$ cat config.mk
export PLATFORM = sky130hd
export DESIGN_NAME = handshake_slave
export DESIGN_NICKNAME = d
export VERILOG_FILES = /design/src/rtl/handshake_pkg.sv /design/src/rtl/handshake_sync_fifo.sv /design/src/rtl/handshake_slave.sv
export SDC_FILE = /design/constraint.sdc
export NUM_CORES = 1
export LEC_CHECK = 0
export BUFFER_PORTS_ARGS = -buffer_cell sky130_fd_sc_hd__buf_2
export CAP_MARGIN = 25
export CORE_ASPECT_RATIO = 2
export CORE_UTILIZATION = 50
export DETAILED_ROUTE_END_ITERATION = 16
export PLACE_DENSITY = 0.65
export SLEW_MARGIN = 0
export SYNTH_ARGS = -nofsm -noshare
export SYNTH_HDL_FRONTEND = slang
export SYNTH_SLANG_ARGS = --single-unit
$ cat constraint.sdc
create_clock -name sys_clk -period 6.5 [get_ports sys_clk]
set_input_delay 0.975 -clock sys_clk [delete_from_list [all_inputs] [get_ports sys_clk]]
set_output_delay 0.975 -clock sys_clk [all_outputs]
set_load 0.02 [all_outputs]
$ cat src/rtl/handshake_pkg.sv
// Shared constants and helpers for the handshake slave: data width, sequence
// wrap points, the sequence increment and the FIFO level width.
package handshake_pkg;

   localparam int DATA_W  = 8;
   localparam int SEQ_MIN = 2;
   localparam int SEQ_MAX = 255;

   // Occupancy counter must hold 0..depth inclusive.
   function automatic int unsigned level_w(input int unsigned depth);
      return $clog2(depth) + 1;
   endfunction

   function automatic int unsigned seq_inc(input int unsigned x,
                                           input int unsigned smin,
                                           input int unsigned smax);
      return (x == smax) ? smin : x + 1;
   endfunction

endpackage

$ cat src/rtl/handshake_sync_fifo.sv
// Single-clock FIFO with show-ahead head word; pushes when full and pops when
// empty are ignored.
module handshake_sync_fifo
   import handshake_pkg::*;
#(
   parameter int WIDTH = 8,
   parameter int DEPTH = 8,
   parameter int LVL_W = level_w(DEPTH)
) (
   input  logic             sys_clk,
   input  logic             reset_n,
   input  logic             push,
   input  logic             pop,
   input  logic [WIDTH-1:0] wdata,
   output logic [WIDTH-1:0] rdata,
   output logic [LVL_W-1:0] level,
   output logic             full,
   output logic             empty
);

   localparam int PTR_W = $clog2(DEPTH);

   logic [WIDTH-1:0] mem [DEPTH];
   logic [PTR_W-1:0] wr_ptr;
   logic [PTR_W-1:0] rd_ptr;
   logic             do_push;
   logic             do_pop;

   assign full    = (level == LVL_W'(DEPTH));
   assign empty   = (level == '0);
   assign do_push = push && !full;
   assign do_pop  = pop && !empty;
   assign rdata   = mem[rd_ptr];

   always_ff @(posedge sys_clk) begin
      if (do_push) mem[wr_ptr] <= wdata;
   end

   // Power-of-two depth lets the pointers wrap by plain overflow.
   always_ff @(posedge sys_clk or negedge reset_n) begin
      if (!reset_n) begin
         wr_ptr <= '0;
         rd_ptr <= '0;
         level  <= '0;
      end else begin
         if (do_push) wr_ptr <= wr_ptr + PTR_W'(1);
         if (do_pop)  rd_ptr <= rd_ptr + PTR_W'(1);
         case ({do_push, do_pop})
            2'b10:   level <= level + LVL_W'(1);
            2'b01:   level <= level - LVL_W'(1);
            default: level <= level;
         endcase
      end
   end

endmodule

$ cat src/rtl/handshake_slave.sv
// Receiving end of the valid/ready byte handshake: buffers words, drains them
// at a fixed rate to a local sink and checks the +1 data sequence.
module handshake_slave #(
   parameter int DATA_W       = handshake_pkg::DATA_W,
   parameter int FIFO_DEPTH   = 8,
   parameter int READY_LAT    = 1,
   parameter int DRAIN_PERIOD = 4,
   parameter int SEQ_MIN      = handshake_pkg::SEQ_MIN,
   parameter int SEQ_MAX      = handshake_pkg::SEQ_MAX
) (
   input  logic                                           sys_clk,
   input  logic                                           reset_n,
   input  logic                                           vaild,
   input  logic [DATA_W-1:0]                              master_data,
   input  logic                                           sink_hold,
   output logic                                           ready,
   output logic [DATA_W-1:0]                              slave_data,
   output logic                                           slave_data_vaild,
   output logic [handshake_pkg::level_w(FIFO_DEPTH)-1:0]  fifo_level,
   output logic [15:0]                                    rx_count,
   output logic [15:0]                                    err_count
);

   import handshake_pkg::*;

   localparam int LVL_W = level_w(FIFO_DEPTH);
   localparam int CNT_W = (DRAIN_PERIOD > 1) ? $clog2(DRAIN_PERIOD) : 1;
   localparam logic [CNT_W-1:0] DRAIN_LAST = CNT_W'(DRAIN_PERIOD - 1);
   localparam logic [LVL_W-1:0] RDY_THRESH = LVL_W'(FIFO_DEPTH - 1 - READY_LAT);

   // Handshake: a word transfers on every posedge where vaild && ready are both
   // high; ready depends only on registered occupancy, never on vaild or data.
   logic              accept;
   logic              wr_ok;
   logic              overflow;
   logic              pop;
   logic              full;
   logic              empty;
   logic [DATA_W-1:0] head;
   logic [LVL_W-1:0]  lvl_next;
   logic              rdy_int;
   logic [CNT_W-1:0]  drain_cnt;
   logic              seeded;
   logic [DATA_W-1:0] exp_word;
   logic              seq_err;

   assign accept   = vaild && ready;
   assign wr_ok    = accept && !full;
   assign overflow = accept && full;
   assign pop      = (drain_cnt == DRAIN_LAST) && !empty && !sink_hold;
   assign seq_err  = accept && seeded && (master_data != exp_word);

   handshake_sync_fifo #(
      .WIDTH (DATA_W),
      .DEPTH (FIFO_DEPTH),
      .LVL_W (LVL_W)
   ) u_fifo (
      .sys_clk (sys_clk),
      .reset_n (reset_n),
      .push    (wr_ok),
      .pop     (pop),
      .wdata   (master_data),
      .rdata   (head),
      .level   (fifo_level),
      .full    (full),
      .empty   (empty)
   );

   always_comb begin
      lvl_next = fifo_level;
      if (wr_ok && !pop)      lvl_next = fifo_level + LVL_W'(1);
      else if (!wr_ok && pop) lvl_next = fifo_level - LVL_W'(1);
   end

   always_ff @(posedge sys_clk or negedge reset_n) begin
      if (!reset_n) rdy_int <= 1'b0;
      else          rdy_int <= (lvl_next <= RDY_THRESH);
   end

   // The extra stage is covered by the lower threshold, so no overflow occurs.
   generate
      if (READY_LAT == 1) begin : g_rdy_flop
         logic ready_q;
         always_ff @(posedge sys_clk or negedge reset_n) begin
            if (!reset_n) ready_q <= 1'b0;
            else          ready_q <= rdy_int;
         end
         assign ready = ready_q;
      end else begin : g_rdy_direct
         assign ready = rdy_int;
      end
   endgenerate

   always_ff @(posedge sys_clk or negedge reset_n) begin
      if (!reset_n) begin
         drain_cnt        <= '0;
         slave_data       <= '0;
         slave_data_vaild <= 1'b0;
      end else begin
         drain_cnt        <= (drain_cnt == DRAIN_LAST) ? '0 : drain_cnt + CNT_W'(1);
         slave_data_vaild <= pop;
         if (pop) slave_data <= head;
      end
   end

   // Every accepted word reseeds the expectation, so one bad word costs one error.
   always_ff @(posedge sys_clk or negedge reset_n) begin
      if (!reset_n) begin
         seeded    <= 1'b0;
         exp_word  <= '0;
         rx_count  <= '0;
         err_count <= '0;
      end else begin
         if (accept) begin
            seeded   <= 1'b1;
            exp_word <= DATA_W'(seq_inc(32'(master_data), SEQ_MIN, SEQ_MAX));
         end
         if (wr_ok && (rx_count != 16'hFFFF))                   rx_count  <= rx_count + 16'd1;
         if ((overflow || seq_err) && (err_count != 16'hFFFF)) err_count <= err_count + 16'd1;
      end
   end

endmodule

[Yosys cells after proc, flatten, opt, wreduce, memory -nomap -nowiden]
Memory sizes are Yosys's and may differ from the RTL's. A register that Yosys moved wholly into a read port is not among the register bits.
Index checks and enable logic that the tools add are counted.
Word-level totals
  register bits: 56
  bits in writable memories: 64
  input port bits: 12
  output and inout port bits: 46
  logic and storage cells: 58
  memories kept: 1
Memories
  u_fifo.mem: depth 8, width 8, read ports 1, clocked after memory_dff 1, write ports 1, line handshake_sync_fifo.sv:23  | logic [WIDTH-1:0] mem [DEPTH];
Operators by class
  add/sub/neg operators: 8
  $lt $le $gt $ge: 1
  equality and inequality tests: 8
  muxes and demuxes: 7
  reduce and logical (&&, ||, !) cells: 22
Operator list (count)
  16-bit by 1-bit adder with 16-bit output (second input constant): 2
  16-bit inequality test (second input constant): 2
  1-bit logical AND: 13
  8-bit by 1-bit adder with 8-bit output (second input constant): 1
  8-bit == test (second input constant): 1
  4-bit two-way mux: 2
  8-bit two-way mux: 1
  8-bit inequality test: 1
  4-bit one-hot mux with 2 select lines: 1
  3-bit by 1-bit adder with 3-bit output (second input constant): 2
  1-bit logical NOT: 6
  4-bit by 1-bit adder with 4-bit output (second input constant): 1
  2-bit == test (second input constant): 2
  4-bit == test (second input constant): 1
  4-bit by 3-bit <= comparator with 1-bit output (second input constant): 1
  4-bit logical NOT: 1
  4-bit by 1-bit subtractor with 4-bit output (second input constant): 1
  2-bit by 1-bit adder with 2-bit output (second input constant): 1
  2-bit by 1-bit == test with 1-bit output (second input constant): 1
  1-bit two-way mux: 2
  2-bit two-way mux: 1
  2-bit nonzero test: 1
  1-bit logical OR: 1

[Longest topological paths before layout]
  depth in word-level cells: 8
  gate-level depth with buffers: 10

[Cells and area by module]
From an unflattened synthesis, not the netlist that was laid out.
Second synthesis, totals
  cells, all modules: 408
  area, all modules: 5855.6 µm²
Modules (own cells, without submodules)
  handshake_sync_fifo: instances 1, cells each 160, area an instance 3124.2 µm², sequential area each 2172.1 µm²
  handshake_slave: instances 1, cells each 248, area an instance 2731.4 µm², sequential area each 1351.3 µm²

[Least setup slack after synthesis]
OpenSTA, ideal clock, no wires.
  kind: flip-flop to flip-flop
  start: register u_fifo.level[0]
  end: memory u_fifo.mem[2][0] (enable)
  data arrival time: 2.692 ns
  path slack: 3.410 ns
  stages on the path, launching flop included: 8
  clock period less this slack: 3.090 ns
  cell sequence: dfrtp_1 > clkbuf_1 > inv_1 > ha_1 > and3b_2 > nor2_2 > inv_2 > nor4b_1
Between the ends
  word-level cells in the longest chain between the ends: 6
Ends and longest elaborated chain
  from (decl): line handshake_sync_fifo.sv:16  | output logic [LVL_W-1:0] level,
  from (signal assigned): line handshake_sync_fifo.sv:49  | 2'b10: level <= level + LVL_W'(1);
  from (signal assigned): line handshake_sync_fifo.sv:50  | 2'b01: level <= level - LVL_W'(1);
  from (signal assigned): line handshake_sync_fifo.sv:51  | default: level <= level;
  4-bit == test *: line handshake_sync_fifo.sv:29  | assign full = (level == LVL_W'(DEPTH));
  1-bit logical NOT *: line handshake_sync_fifo.sv:31, handshake_slave.sv:48
  1-bit logical AND: line handshake_slave.sv:48  | assign wr_ok = accept && !full;
  1-bit logical AND *: line handshake_sync_fifo.sv:31  | assign do_push = push && !full;
  1-bit two-way mux *: line handshake_sync_fifo.sv:36  | if (do_push) mem[wr_ptr] <= wdata;
  1-bit two-way mux (not written as such) *: line handshake_sync_fifo.sv:36
  to (decl): line handshake_sync_fifo.sv:23
Mark *: on every way between the ends. The rest lies on a longest branch, timed or not.

[Final worst setup path]
  start: register u_fifo.level[0]
  end: memory u_fifo.mem[3][4] (enable)
Same word-level chain as after synthesis.

==> results.ini <==
[worst_setup_path]
r2r_end=u_fifo.mem[3][4]$_DFFE_PP_
critPathKind=reg -> reg
startpoint=u_fifo.level[0]$_DFFE_PN0P_
critPathMaxFanout=11
crit_arrival_ns=2.95
worstSetupEndpoint=u_fifo.mem[3][4]$_DFFE_PP_
crit_required_ns=6.61
end_kind=flip-flop
rr_startpoint=u_fifo.level[0]$_DFFE_PN0P_
r2r_cells=7
reg2reg_slack_ns=3.65
cp-start-kind=flip-flop

[synth]
syn_nets=420
ys_warn_count=0
ys_ff_latch=128
postSynthCellCount=399
synth_area_sq_um=5530
avgSynthCellArea_sq_um=13.8
yosysUniqueCellTypes=49
ys_seq_area_share_pct=63.8

[status]
status=complete, no violations

[grt]
grt_max_degree=65
grt_usage_pct=20.8
grt_pass1_wl_microns=17600
grt_pass1_vias=3449
antenna_found_initial=0
overflow=0

[finish]
final_cell_mix=64 x dfrtp_1, 64 x edfxtp_1, 60 x buf_2
fillCellCount=890
final_util_pct=59.9
drive_gt1_share_pct=23.9
fin_nets=490
antenna_cells=0
syn2layout_area_growth_pct=17.1

[route]
routed_via_density=5.42
drt_pass1_iterations=4
drt_iter0_drc=145
antenna_left=0
avgRoutedWirePerCell_microns=17.6
drcViolationCount=0
finalWirelength_microns=11000
vias=3366

[timing]
slew_headroom_pct=42.7
drv_slew=0
hold_viol=0
setup_slack_ns=3.65
min_period_ns=2.85
hold_slack_ns=0.367
clock.fmax_mhz=351
tightest_slew_ns=0.859
period_share_pct=43.8
fin_skew_ns=0.00817
setup-tns-final_ns=0
rsz0062_at_grt=false
setup_viol=0

[clocking]
htree_levels=4
clkTransAtPathRegs_ns=0.06
postCtsHoldBufs=0
clk_latency_ns=0.41
cts_buffers=17
clock-sinks=128
post-cts-setup-buffer-count=0
cts_root_buffer=clkbuf_16
cts_tree=yes
cts_resized=0
clockBufferDepth=2

[floorplanning]
die-area_sq_um=11500
placeableCoreArea_sq_um=10800
rows=54
fp.dieW_microns=76.3
start_util_pct=51.1
pin_count=58
die_h_microns=151

[worst_hold_path]
hold_path.class=reg -> reg
hp-start=rdy_int$_DFF_PN0_

[placement]
dp_hpwl_microns=7780
port_buffers=57
routabilityCongestion=0.760
place_ws_ns=3.09

[power_and_ir_drop]
powerDensity_nw_per_um2=420
p_leak_uw=0.00263
ir_worst_vdd_v=0.000283

[flow_run]
cap_violations=0

[cell families (layout without fill, tap and decap cells)]
family / after synthesis / count (layout) / share of synthesized area, %
AO/OA/AOI/OAI: 41 / 41 / 4.42
multiplexers: 28 / 28 / 8.83
flip-flops: 128 / 128 / 63.8
buffers and inverters: 27 / 109 / 2.24
XOR/XNOR: 50 / 50 / 8.06
adder cells (fa/ha/maj): 9 / 9 / 2.04
AND/OR/NAND/NOR: 116 / 116 / 10.6
[per-stage QoR]
stage | std cells | total power, uW | area (sq um)
after floorplan | 399 | 1710 | 5530
after global placement | 584 | 1910 | 5930
after detailed placement | 586 | 1940 | 5940
after CTS | 617 | 2730 | 6430
after global routing | 621 | 2870 | 6470
final | 621 | 2720 | 6470
[worst max-delay path, stage by stage, from the launching register on]
cell,delay [ns]
dfrtp_1,0.56
inv_1,0.14
ha_1,0.28
and3b_2,0.26
nor2_2,0.36
inv_2,0.17
nor3_1,0.49
clkbuf_2,0.28
[worst min path at each step]
stage          depth (start not counted)         endpoint
2_1_floorplan                          0  ready$_DFF_PN0_
3_3_place_gp                           0  ready$_DFF_PN0_
3_5_place_dp                           0  ready$_DFF_PN0_
4_1_cts                                0  ready$_DFF_PN0_
5_1_grt                                0  ready$_DFF_PN0_
6_report                               0  ready$_DFF_PN0_
[area by class of cell]
cell class                      instances  area [sq um]  share of cell area (%)
Sequential cell                       128          3520                    54.4
Clock inverter                         11          50.0                   0.773
Clock buffer                           20           437                    6.75
Tap cell                              140           175                    2.71
Timing Repair Buffer                   66           363                    5.61
Inverter                               12          45.0                   0.696
Multi-Input combinational cell        244          1880                    29.0
[registers in the layout, summed over array words and instances (netlist names)]
name              cells
seeded                1
err_count            16
exp_word              8
u_fifo.wr_ptr         3
ready                 1
slave_data_vaild      1
drain_cnt             2
u_fifo.rd_ptr         3
u_fifo.mem           64
rx_count             16
rdy_int               1
slave_data            8
u_fifo.level          4
[cells in the mapped netlist (all sizes together)]
library cell | number | area (sq um)
a21oi | 16 | 83.8
a311oi | 1 | 8.76
a31oi | 2 | 12.5
a41o | 1 | 10.0
and2 | 1 | 7.51
and3 | 4 | 25.0
and3b | 1 | 10.0
buf | 8 | 52.5
clkbuf | 7 | 26.3
dfrtp | 64 | 1600
edfxtp | 64 | 1920
ha | 9 | 113
inv | 12 | 45.0
mux2 | 3 | 37.5
mux2i | 9 | 90.1
mux4 | 16 | 360
nand2 | 33 | 126
nand2b | 1 | 6.26
nand3 | 14 | 70.1
nand4 | 7 | 43.8
nand4b | 2 | 17.5
nor2 | 25 | 96.4
nor2b | 1 | 6.26
nor3 | 11 | 60.1
nor3b | 4 | 30.0
nor4 | 7 | 50.1
nor4b | 1 | 8.76
o21ai | 14 | 70.1
o21bai | 1 | 7.51
o22a | 1 | 8.76
o22ai | 1 | 6.26
o311a | 2 | 20.0
o311ai | 1 | 8.76
o31ai | 1 | 7.51
or3 | 3 | 18.8
or4 | 1 | 11.3
xnor2 | 31 | 279
xor2 | 19 | 166
[where the power goes]
group / switching, uW / internal [uW] / leakage [uW]
Clock: 311 / 471 / 0.000230
Combinational: 389 / 345 / 0.00103
Sequential: 200 / 1000 / 0.00137
[metal layers]
metal,track usage [%],routed length [microns]
met5,0,0
met4,9.71,217
met3,4.97,358
met2,39.8,6310
met1,20.9,4070
Power figures use the tool's default switching activity.
